--- src/rtl/riscv_pkg.sv ---
// rtl/riscv_pkg.sv - shared constants and state encoding for the fetch PC redirect logic
package riscv_pkg;

  localparam int unsigned XLEN = 32;

  localparam logic [XLEN-1:0] RESET_PC_DEFAULT    = 32'h0000_0000;
  localparam logic [XLEN-1:0] TRAP_VECTOR_DEFAULT = 32'h0000_0100;

  typedef enum logic [1:0] {
    RUN    = 2'd0,
    SQUASH = 2'd1,
    TRAP   = 2'd2
  } redirect_state_t;

endpackage

--- src/rtl/sat_counter.sv ---
// rtl/sat_counter.sv - W-bit saturating incrementer with synchronous active-high reset
module sat_counter #(
  parameter int unsigned W = 16
) (
  input  logic         clk,
  input  logic         rst,
  input  logic         inc,
  output logic [W-1:0] count
);

  always_ff @(posedge clk) begin
    if (rst) begin
      count <= '0;
    end else if (inc && (count != {W{1'b1}})) begin
      count <= count + 1'b1;
    end
  end

endmodule

--- src/rtl/pc_redirect_unit.sv ---
// rtl/pc_redirect_unit.sv - fetch PC register, redirect/squash control and misaligned-target trap
module pc_redirect_unit
  import riscv_pkg::*;
#(
  parameter logic [31:0] RESET_PC      = RESET_PC_DEFAULT,
  parameter logic [31:0] TRAP_VECTOR   = TRAP_VECTOR_DEFAULT,
  parameter int unsigned SQUASH_CYCLES = 2,
  parameter int unsigned CNT_W         = 16
) (
  input  logic             clk,
  input  logic             rst,
  input  logic             ex_valid,
  input  logic             branch_taken,
  input  logic             jal,
  input  logic             jalr,
  input  logic [31:0]      branch_target,
  input  logic [31:0]      jalr_target,
  input  logic             stall,
  input  logic             trap_ack,
  output logic [31:0]      pc,
  output logic [31:0]      pc_plus4,
  output logic             flush_if_id,
  output logic             flush_id_ex,
  output logic             trap_pending,
  output logic [CNT_W-1:0] redirect_count
);

  localparam int unsigned SQ_W = 3;
  localparam logic [SQ_W-1:0] SQ_LOAD = SQ_W'(SQUASH_CYCLES - 1);

  redirect_state_t state, state_next;
  logic [SQ_W-1:0] sq_cnt, sq_cnt_next;
  logic            trap_pending_next;
  logic [31:0]     pc_next;
  logic [31:0]     target;
  logic            misaligned;
  logic            redirect_req;

  // JALR has priority over JAL; its bit0 is architecturally discarded.
  assign target       = jalr ? {jalr_target[31:1], 1'b0} : branch_target;
  assign misaligned   = target[1];
  assign redirect_req = ex_valid & (branch_taken | jal | jalr) & (state == RUN);
  assign pc_plus4     = pc + 32'd4;

  // Flush depends only on EX decode and state, never on stall.
  assign flush_if_id = redirect_req | (state == SQUASH);
  assign flush_id_ex = redirect_req | (state == SQUASH);

  always_comb begin
    pc_next = pc_plus4;
    if (redirect_req) begin
      pc_next = misaligned ? TRAP_VECTOR : target;
    end else if (stall) begin
      pc_next = pc;
    end
  end

  always_comb begin
    state_next        = state;
    sq_cnt_next       = sq_cnt;
    trap_pending_next = trap_pending;
    case (state)
      RUN: begin
        if (redirect_req) begin
          if (misaligned) begin
            state_next        = TRAP;
            trap_pending_next = 1'b1;
          end else if (SQUASH_CYCLES > 1) begin
            state_next  = SQUASH;
            sq_cnt_next = SQ_LOAD;
          end
        end
      end
      SQUASH: begin
        sq_cnt_next = sq_cnt - 1'b1;
        if (sq_cnt <= SQ_W'(1)) begin
          state_next  = RUN;
          sq_cnt_next = '0;
        end
      end
      TRAP: begin
        if (trap_ack) begin
          state_next        = RUN;
          trap_pending_next = 1'b0;
        end
      end
      default: begin
        state_next        = RUN;
        sq_cnt_next       = '0;
        trap_pending_next = 1'b0;
      end
    endcase
  end

  always_ff @(posedge clk) begin
    if (rst) begin
      state        <= RUN;
      sq_cnt       <= '0;
      trap_pending <= 1'b0;
      pc           <= RESET_PC;
    end else begin
      state        <= state_next;
      sq_cnt       <= sq_cnt_next;
      trap_pending <= trap_pending_next;
      pc           <= pc_next;
    end
  end

  sat_counter #(
    .W(CNT_W)
  ) u_redirect_cnt (
    .clk  (clk),
    .rst  (rst),
    .inc  (redirect_req),
    .count(redirect_count)
  );

endmodule

--- config.mk ---
export PLATFORM = sky130hd
export DESIGN_NAME = pc_redirect_unit
export DESIGN_NICKNAME = d
export VERILOG_FILES = /design/src/rtl/riscv_pkg.sv /design/src/rtl/sat_counter.sv /design/src/rtl/pc_redirect_unit.sv
export SDC_FILE = /design/constraint.sdc
export NUM_CORES = 1
export LEC_CHECK = 0
export ABC_AREA = 1
export CORE_MARGIN = 5
export CORE_UTILIZATION = 30
export DETAILED_ROUTE_END_ITERATION = 12
export DONT_BUFFER_PORTS = 1
export PLACE_DENSITY_LB_ADDON = 0.3
export SLEW_MARGIN = 20
export SYNTH_ARGS = -nofsm -noshare
export SYNTH_HDL_FRONTEND = slang
export SYNTH_HIERARCHICAL = 1
export SYNTH_SLANG_ARGS = --single-unit
export TNS_END_PERCENT = 1
--- constraint.sdc ---
create_clock -name clk -period 1.8 [get_ports clk]
set_input_delay 0.36 -clock clk [delete_from_list [all_inputs] [get_ports clk]]
set_output_delay 0.36 -clock clk [all_outputs]
set_load 0.05 [all_outputs]
# Word level (Yosys, flattened, before mapping)
# Cells that the tools add are included.
totals:
  output_inout_bits: 83
  ff_bits: 54
op_classes:
  eq_ne: 9
  bitwise: 7
  reduce_logical: 5
  n_addsub: 3
  magnitude_cmp: 1
  muxes: 17
op_table:
  columns: ["op", "n"]
  rows:
  - ["$mux 32", 4]
  - ["$add 32x3->32 const B", 1]
  - ["$add 16x1->16 const B", 1]
  - ["$ne 16x16->1 const B", 1]
  - ["$mux 3", 3]
  - ["$pmux 3 s3", 1]
  - ["$mux 2", 4]
  - ["$ne 2x2->1 const B", 4]
  - ["$pmux 2 s3", 1]
  - ["$reduce_and 3->1", 2]
  - ["$ne 2x1->1 const B", 2]
  - ["$reduce_and 4->1", 1]
  - ["$le 3x1->1 const B", 1]
  - ["$mux 1", 3]
  - ["$or 1x1->1", 3]
  - ["$pmux 1 s3", 1]
  - ["$sub 3x1->3 const B", 1]
  - ["$and 1x1->1", 2]
  - ["$eq 2x1->1 const B", 1]
  - ["$eq 2x2->1 const B", 1]
  - ["$logic_not 2->1", 1]
  - ["$not 1->1", 2]
  - ["$logic_and 1x1->1", 1]

# Longest topological paths before layout
# Gate-level depths: netlist of the first run.
depth:
  ltp_word: 6
  ltp_mapped: 13

# By module
# The synthesis of the first run kept the hierarchy.
by_module_without_submodules:
  columns: ["mod", "seq_area_each_um2", "area_each_um2", "n_inst", "cells_per_inst"]
  rows:
  - ["pc_redirect_unit", 740.7, 3010.4, 1, 477]
  - ["sat_counter", 320.3, 929.6, 1, 149]

# Worst setup path after synthesis of the first run
# OpenSTA, ideal clock, no wires.
synth_path:
  path_type: "reg2out"
  from: "register pc[2]"
  to: "output pc_plus4[13]"
  t_arrival_ps: 2334
  path_slack_ps: -894
  path_buffers: 0
  required_ps: 1440
  stages_incl_launch_ff: 6
  cell_sequence: "dfxtp_1 inv_1 nor2_4 nand2_4 nor2_2 xor2_1"
synth_via:
  elab_chain_len: 1
synth_lines:
  columns: ["item", "line", "source"]
  rows:
  - ["start: declaration", "pc_redirect_unit.sv:20", "output logic [31:0] pc,"]
  - ["start signal: assignment", "pc_redirect_unit.sv:105", "pc <= pc_next;"]
  - ["$add 32x3->32", "pc_redirect_unit.sv:43", "assign pc_plus4 = pc + 32'd4;"]
  - ["end: declaration", "pc_redirect_unit.sv:21", "output logic [31:0] pc_plus4,"]
# Every way passes these cells.

# Worst setup path in the final report of the first run
layout_path:
  from: "register pc[2]"
  to: "output pc_plus4[19]"
# Same word-level chain as after synthesis.

==> flow_metrics.tcl, run 1 <==
set metrics [dict create \
    wl_per_cell_um 15.14 \
    core_um2 12770 \
    dp.cells 880 \
    place_area_um2 5379 \
    syn_area_um2 3940 \
    grt_overflow 0 \
    grt_use_total_pct 16.77 \
    globalplace.congestion 0.9010 \
    total_power_mw 4.193 \
    drt_iter0_drc 234 \
    htreeDepth 2 \
    cap_violations 0 \
    cts_tree "done" \
    synth_cell_types 35 \
    violations "negative setup slack" \
    grt_pass1_wl_um 21500 \
    crit_path_start_kind "flop" \
    via_per_inst 4.848 \
    hpwl_um 10460 \
    final_area_um2 5727 \
    diodes 0 \
    p_sw_mw 1.610 \
    path_class "flop to output port" \
    hold_ws_ps 118.5 \
    grt_pass1_vias 4246 \
    syn_avg_cell_area_um2 6.294 \
    cts_root_buf "clkbuf_16" \
    area_growth_pct 45.35 \
    dpl_worst_slack_ps -121.9 \
    irDropWorstVdd_v 0.0005372 \
    power.leakage_nw 2.379 \
    io_buffer_count 0 \
    netSwitchingFraction_pct 38.40 \
    maxSlewHeadroom_pct 65.98 \
    clock_skew_ps 5.034 \
    worstSkewPairLatency_ps 300 \
    crit_required_ps 1440 \
    cp-end-kind "output port" \
    fp-row-count 41 \
    clk_path_buf_depth 2 \
    fmax_ghz 0.4692 \
    die_x_um 124.6 \
    detail-route-antenna-nets 0 \
    fin_crit_sh_pct 118.4 \
    grt_setup_unrepaired "yes" \
    yosys_warnings 6 \
    final.setup.worst_slack_ps -331.3 \
    drt_wl_total_um 13490 \
    layout.cells.non_filler 891 \
    start_util_pct 30.85 \
    powerDensity_nw_per_um2 732.1 \
    synth_top_cell_area_share_pct 26.93 \
    fin_crit_ps 2131 \
    pin_count 155 \
    antenna_found_initial 0 \
    netlist_top_cells_area "dfxtp_1, nand2_1, nor2_1, mux2i_1, a21oi_1" \
    grt_max_degree 34 \
    p_comb_share_pct 38.3 \
    ys_seq_area_share_pct 26.93 \
    slew_violations 0 \
    setup_viol 26 \
    fp.dieH_um 124.6 \
    die_area_um2 15530 \
    synthCells 626 \
    synth_area_leader_cell "dfxtp_1" \
    dr.pass1.iters 4 \
    cts.sinks 53 \
    hold_class "input pin to flop" \
    fillers 1299 \
    nets 794 \
    p_int_mw 2.583 \
    layout_common_cells "nand2_1, nor2_1, buf_4" \
    clk_pin_slew_ps 80 \
    status "finished, violations left" \
    cts_buffers 5 \
    seqPwrFrac_pct 32.3 \
    worst_pin_slew_ps 509.6 \
    arrival_ps 1770 \
    crit_fanout 5 \
    post-route-drc-count 0 \
    drive_above_1_share_pct 30.88 \
    final_common_cell "nand2_1" \
    synth-seq-cells 53 \
    clkPwrFrac_pct 29.4 \
    finalHoldViolations 0 \
    vias 4320 \
]
==> per-layer routing <==
metal	global-route usage, %	vias to the layer above	wire [um]
met5	0	-	0
met4	4.384	0	204
met3	6.003	17	1066
met2	29.13	133	6580
met1	19.53	2005	5639
li1	-	2165	-
==> path summary, 6_finish.rpt <==
| kind | start | to | slack, ps | cells past startpoint |
|---|---|---|---|---|
| setup / recovery | pc[2]$_SDFFE_PP0P_ | pc_plus4[19] | -330 | 8 |
| hold / removal | rst | state[0]$_SDFFE_PP0P_ | 120 | 1 |
| setup reg to reg | pc[2]$_SDFFE_PP0P_ | pc[21]$_SDFFE_PP0P_ | 90 | 10 |
| hold reg to reg | pc[0]$_SDFFE_PP0P_ | pc[0]$_SDFFE_PP0P_ | 460 | 2 |
==> metrics by stage <==
step | setup TNS, ps | util [%]
2_1_floorplan | -7144 | -
5_1_grt | -7944 | 44.83
4_1_cts | -6912 | 44.26
6_report | -5596 | 44.83
3_5_place_dp | -453.0 | 42.11
3_3_place_gp | -219.3 | 42.11
==> registers in the layout (all words and copies together) (netlist names) <==
| register | flops |
|---|---|
| sq_cnt | 3 |
| pc | 31 |
| trap_pending | 1 |
| state | 2 |
| u_redirect_cnt/count | 16 |
==> final cells by class <==
cell class | count | area, um^2 | share of cell area, %
flip-flops and latches | 53 | 1097 | 19.16
repair buffers | 108 | 1169 | 20.41
inverters | 40 | 153.9 | 2.687
clock inverters | 2 | 35.03 | 0.6118
multi-input cells | 510 | 2907 | 50.75
well taps | 172 | 215.2 | 3.758
clock buffers | 6 | 150.1 | 2.622
==> cells in the mapped netlist <==
cell type	number
a21oi_1	45
and2_1	4
buf_2	11
buf_4	6
buf_6	1
clkbuf_1	5
clkbuf_4	1
clkinv_1	1
conb_1	1
dfxtp_1	53
ha_1	4
inv_1	36
inv_2	3
mux2i_1	23
nand2_1	177
nand2_2	6
nand2_4	2
nand3_1	33
nand3_2	1
nand3b_1	7
nand4_1	5
nand4_4	1
nor2_1	113
nor2_2	17
nor2_4	9
nor2_8	1
nor3_1	1
o21ai_0	36
o21ai_4	1
o21bai_1	1
or2_0	1
or2_2	5
xnor2_1	4
xor2_1	8
xor2_2	3
==> logic make-up (layout without fill, tap and decap cells) <==
kind of cell / after synthesis / after routing / synth area share (%)
fa+ha+maj: 4 / 4 / 1.270
mux: 23 / 23 / 5.843
simple gates: 383 / 383 / 43.76
compound gates: 83 / 83 / 10.89
buf+inv: 64 / 156 / 7.304
other cells: 1 / 2 / 0.09518
xor+xnor: 15 / 15 / 3.906
flops: 53 / 53 / 26.93
==> critical path, stage by stage, from the launching register on <==
cell        delay [ps]
dfxtp_4            370
buf_6              100
clkinvlp_4         100
nor2_4             150
nand2_4            110
nor2_4             240
nand3b_1           150
nand2_2            110
buf_12             140
==> power by group through the flow <==
stage               registers [mW]  logic (mW)  clock network [mW]
detailed placement            1.37        1.57                   0
finish                        1.36        1.60                1.23
global placement              1.37        1.55                   0
global route                  1.37        1.71                1.31
floorplan                     1.65       0.757                   0
CTS                           1.35        1.60                1.27
==> timing repair <==
item	CTS	global route
hold endpoints to repair	0	0
buffers inserted	1	2
pin swaps	4	7
setup endpoints to repair	27	32
gates resized for setup	15	17
hold buffers	0	0
Note: power is estimated with default switching activity, not from simulation.
==> inputs of run 2 (changes only) <==
--- a/config.mk
+++ b/config.mk
@@ -5,7 +5,7 @@
 export SDC_FILE = /design/constraint.sdc
 export NUM_CORES = 1
 export LEC_CHECK = 0
-export ABC_AREA = 1
+export CORE_ASPECT_RATIO = 0.7
 export CORE_MARGIN = 5
 export CORE_UTILIZATION = 30
 export DETAILED_ROUTE_END_ITERATION = 12
==> flow_metrics.tcl, run 2 <==
set metrics [dict create \
    via_per_inst 5.423 \
    clkPwrFrac_pct 31.5 \
    rr_worst_depth 7 \
    grt_use_total_pct 17.83 \
    worstHoldStart "rst" \
    reg2reg_from "pc[3]$_SDFFE_PP0P_" \
    p_comb_share_pct 31.7 \
    regMostFlops "pc" \
    cts.sinks 53 \
    synth_edf_count 0 \
    clk_path_buf_depth 2 \
    synthCells 491 \
    clk_pin_slew_ps 70 \
    grt_pass1_vias 4052 \
    nets 689 \
    crit_required_ps 1440 \
    powerDensity_nw_per_um2 591.3 \
    seqPwrFrac_pct 36.8 \
    hold_ws_ps 130.6 \
    irDropWorstVdd_v 0.0003287 \
    syn_area_um2 3865 \
    cts_tree "done" \
    cap_violations 0 \
    use_met3_pct 3.678 \
    top_regs "pc x31, u_redirect_cnt/count x16, sq_cnt x3" \
    r2r_end "pc[18]$_SDFFE_PP0P_" \
    worstSkewPairLatency_ps 290 \
    area_growth_pct 52.38 \
    cts_setup_buffers 0 \
    synth_area_leader_cell "dfxtp_1" \
    grt_pass1_wl_um 22540 \
    slew_violations 0 \
    crit_fanout 6 \
    grt_overflow 0 \
    synth-main-ff-cell "dfxtp_1" \
    dpl_worst_slack_ps -238.0 \
    finalHoldViolations 0 \
    netSwitchingFraction_pct 34.12 \
    wl_per_cell_um 18.39 \
    start_util_pct 30.90 \
    die_area_um2 15290 \
    worstHoldEndpoint "u_redirect_cnt/count[1]$_SDFFE_PP0P_" \
    hold_class "input pin to flop" \
    yosysMostFrequentCell "dfxtp_1" \
    fin_crit_ps 2341 \
    largest_reg_flops 31 \
    fp-row-count 34 \
    cts_root_buf "clkbuf_16" \
    status "finished, violations left" \
    antenna_found_initial 0 \
    setup_viol 38 \
    synth_cell_types 63 \
    cts_buffers 5 \
    violations "negative setup slack" \
    post-route-drc-count 0 \
    diodes 0 \
    crit_path_start_kind "flop" \
    final.setup.worst_slack_ps -540.8 \
    drt_wl_total_um 14270 \
    die_x_um 145.7 \
    fillers 1227 \
    arrival_ps 1980 \
    total_power_mw 3.482 \
    final_core_util_pct 47.09 \
    p_sw_mw 1.188 \
    ys_seq_area_share_pct 27.45 \
    io_buffer_count 0 \
    yosys_warnings 6 \
    grtUsageMet1_pct 25.37 \
    synthTopCellsByCount "dfxtp_1, nor2_1, a21oi_1" \
    fmax_ghz 0.4272 \
    grt_max_degree 55 \
    worst_pin_slew_ps 866.3 \
    postCtsHoldBufs 0 \
    power.leakage_nw 2.311 \
    final_common_cell "buf_4" \
    pin_count 155 \
    vias 4208 \
    r2r_slack_ps -270 \
    maxSlewHeadroom_pct 41.49 \
    detail-route-antenna-nets 0 \
    async_flop_share_pct 0 \
    cp-end-kind "output port" \
    synth_top_cell_area_share_pct 27.45 \
    hpwl_um 11140 \
    layout_common_cells "buf_4, nor2_1, a21oi_1" \
    p_int_mw 2.294 \
    netlist_top_cells_area "dfxtp_1, xnor2_1, mux2i_1, a21oi_1, nor2_1" \
    htreeDepth 2 \
    synth-seq-cells 53 \
    min_path_cells 1 \
    clock_skew_ps 6.005 \
    top_usage_layer "met2" \
    dr.pass1.iters 6 \
    drt_iter0_drc 308 \
    fin_crit_sh_pct 130.0 \
    drive_above_1_share_pct 40.23 \
    met2_usage_pct 28.00 \
    fp.dieH_um 105.0 \
    grt_setup_unrepaired "yes" \
    core_um2 12510 \
    syn_avg_cell_area_um2 7.872 \
    path_class "flop to output port" \
    globalplace.congestion 0.9094 \
]
==> run 2: cell types whose count changed after synthesis, sizes merged, moves of 10 or more <==
cell,before,now
a211oi,0,12
nand3,34,24
nor4,0,11
nand4,6,16
nor2,140,53
o21ai,37,17
nor3,1,28
nand2,185,23
inv,39,14
xnor2,4,28
or4,0,10
==> run 2: worst max-delay path by stage <==
stage | startpoint | end | cells after the start
finish | pc[3]$_SDFFE_PP0P_ | pc_plus4[20] | 6
global route | pc[8]$_SDFFE_PP0P_ | pc_plus4[20] | 5
CTS | pc[2]$_SDFFE_PP0P_ | pc_plus4[20] | 6
detailed placement | pc[2]$_SDFFE_PP0P_ | pc_plus4[20] | 6
global placement | pc[2]$_SDFFE_PP0P_ | pc[18]$_SDFFE_PP0P_ | 7
floorplan | pc[9]$_SDFFE_PP0P_ | pc_plus4[20] | 6
==> run 2: routing by layer <==
layer / up-vias / share of wire [%] / wire length, um
li1: 2053 / - / -
met1: 1994 / 47 / 6738
met2: 149 / 45 / 6442
met3: 12 / 6.7 / 952
met4: 0 / 0.97 / 139
met5: - / 0 / 0
==> run 2: layout make-up <==
| type | count | area (um^2) | share of cell area (%) |
|---|---|---|---|
| clock inverters | 2 | 33.78 | 0.5736 |
| multi-input cells | 389 | 2990 | 50.78 |
| repair buffers | 149 | 1370 | 23.26 |
| inverters | 15 | 56.30 | 0.9560 |
| flip-flops and latches | 53 | 1107 | 18.80 |
| clock buffers | 6 | 128.9 | 2.188 |
| well taps | 162 | 202.7 | 3.442 |
==> run 2: power by group through the flow <==
stage / clock network, mW / registers, mW / logic (mW)
after floorplan: 0 / 1.50 / 0.578
after global placement: 0 / 1.30 / 1.08
after detailed placement: 0 / 1.31 / 1.09
after CTS: 1.12 / 1.28 / 1.11
after global routing: 1.16 / 1.29 / 1.17
final: 1.10 / 1.28 / 1.11
==> run 2: cell families after synthesis <==
group	count (synthesis)	synth area share, %
muxes	32	8.579
xor gates and xnor gates	45	10.20
buffers and inverters	50	5.762
adders and majority gates	4	1.295
AOI/OAI and AO/OA	100	16.06
and+or+nand+nor	206	30.56
other	1	0.09703
DFF	53	27.45
==> run 2: metrics by stage <==
| step | area (um^2) | instances | setup TNS (ps) |
|---|---|---|---|
| floorplan | 4189 | 492 | -14560 |
| global placement | 5562 | 768 | -4427 |
| detailed placement | 5562 | 768 | -5058 |
| CTS | 5871 | 776 | -11300 |
| global route | 5889 | 776 | -15120 |
| finish | 5889 | 776 | -11330 |
==> run 2: critical path, cell delays in order (launching register included) <==
cell	delay, ps
dfxtp_4	370
ha_4	140
nand3_4	80
or4_4	510
nor3_4	240
xor2_4	190
buf_12	150
==> run 2: repair_timing <==
action / in CTS / in global routing
endpoints found under the hold margin: 0 / 0
setup endpoints to repair: 44 / 51
pin swaps: 7 / 2
gates resized for setup: 32 / 4
==> inputs of run 3 (changes only) <==
--- a/config.mk
+++ b/config.mk
@@ -11,6 +11,7 @@
 export DETAILED_ROUTE_END_ITERATION = 12
 export DONT_BUFFER_PORTS = 1
 export PLACE_DENSITY_LB_ADDON = 0.3
+export RECOVER_POWER = 50
 export SLEW_MARGIN = 20
 export SYNTH_ARGS = -nofsm -noshare
 export SYNTH_HDL_FRONTEND = slang
==> flow_metrics.tcl, run 3 (same netlist as run 2, synthesis figures left out) <==
set metrics [dict create \
    status "finished, violations left" \
    violations "negative setup slack" \
    powerDensity_nw_per_um2 597.3 \
    worstSkewPairLatency_ps 290 \
    hpwl_um 11140 \
    path_class "flop to output port" \
    slew_violations 0 \
    clk_pin_slew_ps 70 \
    fp-row-count 34 \
    maxSlewHeadroom_pct 44.09 \
    crit_required_ps 1440 \
    dp.cells 768 \
    cts_buffers 5 \
    worst_pin_slew_ps 827.9 \
    worstHoldEndpoint "u_redirect_cnt/count[3]$_SDFFE_PP0P_" \
    layout_common_cells "buf_4, nor2_1, a21oi_1" \
    via_per_inst 5.353 \
    diodes 0 \
    die_area_um2 15290 \
    cp-end-kind "output port" \
    final_area_um2 5794 \
    grt_overflow 0 \
    top_regs "pc x31, u_redirect_cnt/count x16, sq_cnt x3" \
    cts_tree "done" \
    pin_count 155 \
    irDropWorstVdd_v 0.0003280 \
    fmax_ghz 0.4275 \
    clock_skew_ps 6.453 \
    nets 689 \
    final_core_util_pct 46.33 \
    min_path_cells 1 \
    cts_setup_buffers 0 \
    dpl_worst_slack_ps -238.0 \
    grt_max_degree 55 \
    grtUsageMet1_pct 25.37 \
    r2r_end "pc[18]$_SDFFE_PP0P_" \
    core_um2 12510 \
    cts.sinks 53 \
    final.setup.worst_slack_ps -539.4 \
    hold_ws_ps 134.9 \
    detail-route-antenna-nets 0 \
    drt_iter0_drc 292 \
    final_common_cell "buf_4" \
    dr.pass1.iters 4 \
    setup_viol 38 \
    antenna_found_initial 0 \
    reg2reg_from "pc[2]$_SDFFE_PP0P_" \
    r2r_slack_ps -260 \
    vias 4154 \
    grt_pass1_wl_um 22540 \
    crit_path_start_kind "flop" \
    area_growth_pct 49.92 \
    hold_class "input pin to flop" \
    met2_usage_pct 28.00 \
    use_met3_pct 3.678 \
    drt_wl_total_um 14190 \
    multi_input_area_um2 2990 \
    cts_root_buf "clkbuf_16" \
    postCtsHoldBufs 0 \
    wl_per_cell_um 18.29 \
    clk_path_buf_depth 2 \
    globalplace.congestion 0.9094 \
    fillers 1253 \
    seqCellArea_um2 1107 \
    regMostFlops "pc" \
    io_buffer_count 0 \
    fp.dieH_um 105.0 \
    arrival_ps 1980 \
    htreeDepth 2 \
    place_area_um2 5562 \
    cap_violations 0 \
    layout.cells.non_filler 776 \
    fin_crit_sh_pct 130.0 \
    grt_setup_unrepaired "yes" \
    start_util_pct 30.90 \
    power.leakage_nw 2.240 \
    top_usage_layer "met2" \
    die_x_um 145.7 \
    post-route-drc-count 0 \
    rr_worst_depth 7 \
    finalHoldViolations 0 \
    largest_reg_flops 31 \
    crit_fanout 6 \
    grt_pass1_vias 4052 \
    grt_use_total_pct 17.83 \
    worstHoldStart "rst" \
    drive_above_1_share_pct 37.95 \
    fin_crit_ps 2339 \
]
[run 3: cell count changes in the layout (fill, tap and decap cells not counted), sizes merged]
cell    before  now
clkbuf       6   37
buf        149  118
[run 3: worst max-delay path: stages, from the launching register on]
cell	delay [ps]
dfxtp_4	370
ha_4	140
nand3_4	80
or4_4	510
nor3_4	240
xor2_4	190
buf_12	150
[run 3: area by class of cell]
type                       instances  share of cell area, %
multi-input combinational        389                  51.61
timing repair buffer             149                  22.00
sequential                        53                  19.11
tap                              162                  3.498
clock buffer                       6                  2.224
inverter                          15                 0.9717
clock inverter                     2                 0.5830
[run 3: per-layer routing]
metal / part of all wire (%) / vias up
met5: 0 / -
met4: 0.85 / 0
met3: 7.2 / 10
met2: 46 / 141
met1: 46 / 1946
li1: - / 2057
[run 3: through the flow]
stage                     total power [mW]  setup TNS [ps]
after floorplan                      2.074          -14560
after global placement               2.382           -4427
after detailed placement             2.398           -5058
after CTS                            3.515          -11300
after global routing                 3.595          -15690
final                                3.461          -11760
[run 3: power breakdown]
part	leakage [nW]	internal (mW)	switching, mW
combinational	1.72	0.396	0.687
sequential	0.442	1.22	0.0561
clock	0.0785	0.654	0.444
[run 3: worst max-delay path by stage]
stage / from / end / slack, ps / depth (start not counted)
6_report: pc[2]$_SDFFE_PP0P_ / pc_plus4[20] / -540 / 6
3_3_place_gp: pc[2]$_SDFFE_PP0P_ / pc[18]$_SDFFE_PP0P_ / -240 / 7
3_5_place_dp: pc[2]$_SDFFE_PP0P_ / pc_plus4[20] / -240 / 6
2_1_floorplan: pc[9]$_SDFFE_PP0P_ / pc_plus4[20] / -530 / 6
4_1_cts: pc[2]$_SDFFE_PP0P_ / pc_plus4[20] / -560 / 6
5_1_grt: pc[8]$_SDFFE_PP0P_ / pc_plus4[20] / -630 / 5
[run 3: repair_timing]
action / 4_1_cts / 5_1_grt
gates resized for setup: 32 / 4
pin swaps: 7 / 2
endpoints found under the hold margin: 0 / 0
endpoints found under the setup margin: 44 / 51
